### src/rtl/axi_write_stager.sv
// Write-job stager: buffers core result words in a FIFO, issues one INCR write request and
// streams the words to the AXI write master. Optional stall counter: AXI_WRITE_STAGER_PERF_EN.
module axi_write_stager #(
    parameter int AXI_AWIDTH = 32,
    parameter int AXI_DWIDTH = 32,
    parameter int FIFO_DEPTH = 16
) (
    input  logic                  clk,
    input  logic                  rst,
    input  logic                  job_valid,
    output logic                  job_ready,
    input  logic [AXI_AWIDTH-1:0] job_addr,
    input  logic [31:0]           job_len,
    input  logic [AXI_DWIDTH-1:0] in_data,
    input  logic                  in_valid,
    output logic                  in_ready,
    output logic                  core_write_request_valid,
    input  logic                  core_write_request_ready,
    output logic [AXI_AWIDTH-1:0] core_write_addr,
    output logic [31:0]           core_write_len,
    output logic [2:0]            core_write_size,
    output logic [1:0]            core_write_burst,
    output logic [AXI_DWIDTH-1:0] core_write_data,
    output logic                  core_write_data_valid,
    input  logic                  core_write_data_ready,
    output logic                  busy,
    output logic                  done
`ifdef AXI_WRITE_STAGER_PERF_EN
    ,
    output logic [31:0]           stall_cycles
`endif
);
    localparam int PW = $clog2(FIFO_DEPTH);

    typedef enum logic [1:0] {S_IDLE, S_REQ, S_DATA, S_DONE} state_t;

    state_t                r_state, w_next;
    logic [AXI_AWIDTH-1:0] r_addr;
    logic [31:0]           r_len, r_len_m1, r_in_cnt, r_out_cnt;
    logic [PW:0]           r_wr_ptr, r_rd_ptr;
    logic [AXI_DWIDTH-1:0] r_mem [FIFO_DEPTH];

    logic w_full, w_empty, w_job_fire, w_in_fire, w_out_fire, w_req_fire, w_last;

    // Extra pointer MSB separates full from empty when the index bits match.
    assign w_empty    = (r_wr_ptr == r_rd_ptr);
    assign w_full     = (r_wr_ptr[PW] != r_rd_ptr[PW]) && (r_wr_ptr[PW-1:0] == r_rd_ptr[PW-1:0]);
    assign w_job_fire = job_valid & job_ready;
    assign w_in_fire  = in_valid & in_ready;
    assign w_out_fire = core_write_data_valid & core_write_data_ready;
    assign w_req_fire = core_write_request_valid & core_write_request_ready;
    assign w_last     = (r_out_cnt == r_len_m1);

    always_ff @(posedge clk or posedge rst) begin
        if (rst) r_state <= S_IDLE;
        else     r_state <= w_next;
    end

    always_comb begin
        w_next = r_state;
        case (r_state)
            S_IDLE: if (w_job_fire) w_next = (job_len == 32'd0) ? S_DONE : S_REQ;
            S_REQ:  if (w_req_fire) w_next = S_DATA;
            S_DATA: if (w_out_fire && w_last) w_next = S_DONE;
            S_DONE: w_next = S_IDLE;
            default: w_next = S_IDLE;
        endcase
    end

    // job_ready is masked by rst so every handshake output is low while reset is held.
    always_comb begin
        job_ready                = (r_state == S_IDLE) & ~rst;
        core_write_request_valid = (r_state == S_REQ);
        in_ready                 = ((r_state == S_REQ) || (r_state == S_DATA)) && !w_full &&
                                   (r_in_cnt < r_len);
        core_write_data_valid    = (r_state == S_DATA) && !w_empty;
        busy                     = (r_state != S_IDLE);
        done                     = (r_state == S_DONE);
    end

    assign core_write_addr  = r_addr;
    assign core_write_len   = r_len_m1;
    assign core_write_size  = 3'($clog2(AXI_DWIDTH / 8));
    assign core_write_burst = 2'b01;
    assign core_write_data  = r_mem[r_rd_ptr[PW-1:0]];

    always_ff @(posedge clk or posedge rst) begin
        if (rst) begin
            r_addr    <= '0;
            r_len     <= '0;
            r_len_m1  <= '0;
            r_in_cnt  <= '0;
            r_out_cnt <= '0;
            r_wr_ptr  <= '0;
            r_rd_ptr  <= '0;
        end else if (w_job_fire) begin
            r_addr    <= job_addr;
            r_len     <= job_len;
            r_len_m1  <= job_len - 32'd1;
            r_in_cnt  <= '0;
            r_out_cnt <= '0;
            r_rd_ptr  <= r_wr_ptr;
        end else begin
            if (w_in_fire) begin
                r_wr_ptr <= r_wr_ptr + 1'b1;
                r_in_cnt <= r_in_cnt + 32'd1;
            end
            if (w_out_fire) begin
                r_rd_ptr  <= r_rd_ptr + 1'b1;
                r_out_cnt <= r_out_cnt + 32'd1;
            end
        end
    end

    always_ff @(posedge clk) begin
        if (w_in_fire) r_mem[r_wr_ptr[PW-1:0]] <= in_data;
    end

`ifdef AXI_WRITE_STAGER_PERF_EN
    logic [31:0] r_stall;
    always_ff @(posedge clk or posedge rst) begin
        if (rst)                r_stall <= '0;
        else if (w_job_fire)    r_stall <= '0;
        else if (core_write_data_valid && !core_write_data_ready && r_stall != 32'hFFFF_FFFF)
            r_stall <= r_stall + 32'd1;
    end
    assign stall_cycles = r_stall;
`endif
endmodule
### config.mk
export PLATFORM = sky130hd
export DESIGN_NAME = axi_write_stager
export DESIGN_NICKNAME = d
export VERILOG_FILES = /design/src/rtl/axi_write_stager.sv
export SDC_FILE = /design/constraint.sdc
export NUM_CORES = 1
export LEC_CHECK = 0
export ABC_CLOCK_PERIOD_IN_PS = 7500
export CORE_ASPECT_RATIO = 0.7
export CORE_UTILIZATION = 59
export CTS_CLUSTER_SIZE = 24
export DETAILED_ROUTE_END_ITERATION = 8
export MAX_ROUTING_LAYER = met4
export PLACE_DENSITY = 0.8
export SETUP_SLACK_MARGIN = 0.1
export SYNTH_ARGS = -nofsm -noshare
export SYNTH_HDL_FRONTEND = slang
export SYNTH_SLANG_ARGS = --single-unit
### constraint.sdc
create_clock -name clk -period 7.5 [get_ports clk]
set_input_delay 1.5 -clock clk [delete_from_list [all_inputs] [get_ports clk]]
set_output_delay 1.5 -clock clk [all_outputs]
set_load 0.005 [all_outputs]
Word level (Yosys, flattened, before mapping)
Memories as Yosys holds them, arrays and structs flattened.
Index checks and enable logic that the tools add are counted.
- logic and storage cells: 60
- memory bits (writable): 512
- bits in registers: 172
- input bits: 102
- memories kept: 1
- output and inout port bits: 107
- bitwise operators: 7
- muxes and demuxes: 13
- $add $sub $neg: 5
- magnitude comparators: 1
- equality and inequality tests: 10
- reductions and logical operators: 15
- memory list (memory ; depth ; bits a word ; rd ports ; clocked after memory_dff ; wr ports ; RTL line ; source):
    r_mem ; 16 ; 32 ; 1 ; 0 ; 1 ; 41 ; logic [AXI_DWIDTH-1:0] r_mem [FIFO_DEPTH];
- operators with widths (kind ; count):
    $mux 32 ; 4
    $add 32x1->32 const B ; 2
    $eq 32x32->1 ; 1
    $logic_not 32->1 ; 1
    $lt 32x32->1 ; 1
    $sub 32x1->32 const B ; 1
    $add 5x1->5 const B ; 2
    $mux 5 ; 2
    $mux 2 ; 4
    $pmux 2 s4 ; 1
    $reduce_bool 2->1 ; 3
    $and 1x1->1 ; 5
    $eq 5x5->1 ; 1
    $logic_and 1x1->1 ; 5
    $eq 2x2->1 const B ; 2
    $eq 4x4->1 ; 1
    $ne 2x2->1 const B ; 2
    $reduce_and 3->1 ; 1
    $eq 2x1->1 const B ; 1
    $logic_not 1->1 ; 2
    $logic_not 2->1 ; 1
    $mux 1 ; 2
    $ne 2x1->1 const B ; 1
    $not 1->1 ; 2
    3 further kinds ; 3

Longest topological paths before layout
- depth after elaboration: 8
- gate-level depth with buffers: 11
- mapped depth without buffers: 9

Worst setup path after synthesis
OpenSTA, ideal clock, no wires.
- kind: input to register
- from: in rst
- to: reg r_len_m1[19] (netlist: core_write_len[19])
- setup time: 141 ps
- buffers on the path: 3
- slack: 878 ps
- data required time: 7359 ps
- cell stages on the path: 6
- arrival: 6481 ps
- cells stage by stage: inv_1 and3_1 clkbuf_1 clkbuf_1 clkbuf_1 a31oi_1
- longest elaborated chain between the ends: 3
- RTL lines (element ; RTL line ; source):
    from (decl) ; 9 ; input logic rst,
    $not 1->1 ; 72 ; job_ready = (r_state == S_IDLE) & ~rst;
    $and 1x1->1 ; 72 ;
    $and 1x1->1 ; 48 ; assign w_job_fire = job_valid & job_ready;
    to (signal assigned) ; 99 ; r_len_m1 <= job_len - 32'd1;
    to (decl) ; 39 ; logic [31:0] r_len, r_len_m1, r_in_cnt, r_out_cnt;
No other way between the ends.
A chain may end at the register's enable or synchronous reset.

Worst setup path after layout
- from: reg r_rd_ptr[1]
- to: out core_write_data[25]
- longest elaborated chain between the ends: 1
- RTL lines (element ; RTL line ; source):
    from (decl) ; 40 ; logic [PW:0] r_wr_ptr, r_rd_ptr;
    from (signal assigned) ; 102 ; r_rd_ptr <= r_wr_ptr;
    from (signal assigned) ; 109 ; r_rd_ptr <= r_rd_ptr + 1'b1;
    $mem_v2 16x32 ; n/a ;
    to (decl) ; 23 ; output logic [AXI_DWIDTH-1:0] core_write_data,
No other way between the ends.

==> impl_metrics.tcl <==
set metrics [dict create \
    drtIter0Drc 1762 \
    ys.flop_type "edfxtp_1" \
    numCtsBuffers 61 \
    setup_viol 0 \
    final_cell_mix "edfxtp_1, nand2_1, clkdlybuf4s50_1, dfrtp_1, mux4_2" \
    critPathMostFrequentCell "mux4_2" \
    cts_tree "yes" \
    grt-ovfl-total 0 \
    grt_pass1_vias 16240 \
    drive_gt1_share_pct 15.73 \
    cts.path.max_buffers 3 \
    critical_path_class "flip-flop to primary output" \
    required_ns 6.00 \
    htreeDepth 2 \
    synth-seq-area-share_pct 68.97 \
    cp-end-kind "primary output" \
    wire_per_inst_um 25.88 \
    post_cts_buffers 0 \
    port_buffers 203 \
    grtUsageTotal_pct 28.93 \
    power.density_nw_per_um2 354.3 \
    postSynthAreaPerCell_um2 16.23 \
    nFillCells 2993 \
    place_area_um2 31330 \
    layout_commonest_cell "edfxtp_1" \
    grt_pass1_wl_um 101400 \
    relSlewSlack_pct 27.49 \
    areaGrowthSynthToFinish_pct 16.83 \
    routed_wirelength_um 68250 \
    fin_setup_tns_ns 0 \
    drt-vias-per-instance 6.270 \
    cp_top_family "buffers and inverters" \
    path_clk_slew_ns 0.06 \
    antenna_found_initial 1 \
    hpwlAfterDp_um 40300 \
    fin_area_um2 33340 \
    async_flop_share_pct 25.15 \
    hp-class "flip-flop to flip-flop" \
    slew_viol_final 0 \
    cp_num_buf_inv 2 \
    die_h_um 186.0 \
    synth_area_um2 28530 \
    critPathArrivalTime_ns 3.77 \
    rows 67 \
    drc 0 \
    path_cells "buf_4, mux4_2, mux4_2, clkdlybuf4s50_1" \
    clock_skew_ns 0.02638 \
    grt_max_degree 109 \
    finalCriticalPeriod_ns 5.268 \
    place.gp.congestion 0.9002 \
    ant_nets 0 \
    start_kind "flip-flop" \
    rsz0062_at_grt "false" \
    max_freq_mhz 189.8 \
    ys_seq_elements 684 \
    tightest_slew_ns 1.088 \
    yosysWarnings 0 \
    final_nets 2112 \
    clockRootBuffer "clkbuf_16" \
    yosysUniqueCellTypes 59 \
    coreArea_um2 47780 \
    synthCells 1758 \
    ctsHoldBuffers 0 \
    status "complete, no violations" \
    max-vdd-ir-drop_mv 0.2795 \
    final.period_utilization_pct 70.25 \
    clk_latency_ns 0.63 \
    die_area_um2 49260 \
    power_leakage_nw 11.57 \
    num_vias 16540 \
    die_w_um 264.8 \
    synth_edf_count 512 \
    slowest_delay_ns 0.92 \
    critPathSlowestCell "dfrtp_4" \
    io_pins 209 \
    clkSinkCount 684 \
    initial_core_util_pct 59.71 \
    worstPathMaxFanout 51 \
    cts_resized 0 \
    max_cap_violations 0 \
    drtPass1Iterations 7 \
    final_hold_viol_count 0 \
]
-- routing by layer --
metal | share of wire, % | GRT usage (%) | vias to the layer above
li1 | - | - | 7133
met5 | 0 | - | -
met1 | 42 | 41.88 | 8460
met2 | 46 | 42.53 | 806
met3 | 8.0 | 4.577 | 136
met4 | 3.2 | 9.803 | 0
-- worst min-delay path: stages, from the launching register on --
cell	delay, ns
dfrtp_1	0.34
nand2_1	0.05
nand2_1	0.05
-- cells by family after synthesis --
kind of cell	share of synthesized area (%)
compound gates	3.903
flops	68.97
other cells	0.02632
mux	12.74
buf+inv	2.004
simple gates	7.455
fa+ha+maj	1.929
xor+xnor	2.977
-- synthesized netlist by cell type (2+ instances only) --
master     number  share of area [%]
nand2_1       207                2.7
dfrtp_1       172                 15
edfxtp_1      512                 54
clkbuf_1       60               0.79
nor2b_1         4              0.088
mux2i_1         2              0.070
buf_1          14               0.18
buf_6           2              0.079
nand2b_1        8               0.18
and3_1         10               0.22
nor2_1         70               0.92
o2111a_1        2              0.079
a2111oi_4       2               0.19
or3_1          24               0.53
conb_1          2              0.026
mux4_2        160                 13
a31oi_1         4              0.088
buf_2           7               0.12
buf_4           6               0.16
nor3_1         16               0.28
nand3_1        30               0.53
ha_1           44                1.9
a21o_1          4               0.11
nor4_4          3               0.22
o31ai_1        10               0.26
and2_1          5               0.11
nand4_1        30               0.66
o31a_1          2              0.061
inv_1          51               0.67
nor4_1          8               0.18
o21a_1          2              0.053
xor2_1         29               0.89
nor3_2          2              0.070
o21ai_0        87                1.5
xnor2_1        68                2.1
and4_1          7               0.21
or4_4           3               0.12
o21ai_1         5              0.088
a211oi_1        5               0.13
or4_1           8               0.21
a21oi_1        53               0.93
-- flip-flops by register name, summed over array words and instances (netlist names) --
name,cells
r_len,32
core_write_len,32
core_write_addr,32
r_state,2
r_mem,512
r_wr_ptr,5
r_in_cnt,32
r_out_cnt,32
r_rd_ptr,5
-- final cells by class --
type | count | area, um2 | share of cell area [%]
repair buffers | 231 | 2255 | 6.763
multi-input cells | 937 | 8412 | 25.23
flip-flops and latches | 684 | 19690 | 59.06
inverters | 51 | 196.4 | 0.5893
clock buffers | 76 | 1603 | 4.808
clock inverters | 36 | 401.6 | 1.205
well taps | 621 | 777.0 | 2.331
diodes | 1 | 2.502 | 0.007507
-- final timing paths --
check                                                     start                              end  slack (ns)  cells after the start
worst max-delay path                    r_rd_ptr[1]$_DFFE_PP0P_              core_write_data[25]        2.23                      4
worst min-delay path            core_write_addr[22]$_DFFE_PP0P_  core_write_addr[22]$_DFFE_PP0P_        0.48                      2
worst max register to register          r_rd_ptr[0]$_DFFE_PP0P_           r_mem[12][2]$_DFFE_PP_        3.29                     10
worst min register to register  core_write_addr[22]$_DFFE_PP0P_  core_write_addr[22]$_DFFE_PP0P_        0.48                      2
max in group asynchronous                                   rst          r_rd_ptr[0]$_DFFE_PP0P_        4.36                      3
min in group asynchronous                                   rst  core_write_addr[27]$_DFFE_PP0P_        1.46                      2
-- power breakdown --
group	internal [W]	total, W	switching, W
clock	0.00179	0.00317	0.00138
combinational	0.00190	0.00367	0.00177
sequential	0.00459	0.00497	0.000374
total	0.00829	0.0118	0.00352
-- per-stage QoR --
step	hold WS (ns)	cells	worst slack, ns	power, W	utilization (%)
6_report	0.4774	2637	2.232	0.01181	69.76
5_1_grt	0.5099	2637	2.153	0.01231	69.76
4_1_cts	0.4790	2636	2.203	0.01188	69.76
3_5_place_dp	0.4627	2524	2.652	0.008664	65.56
3_3_place_gp	0.4595	2524	2.773	0.008536	65.56
2_1_floorplan	0.4422	1761	0.8779	0.007081	-
Power figures use the tool's default switching activity.
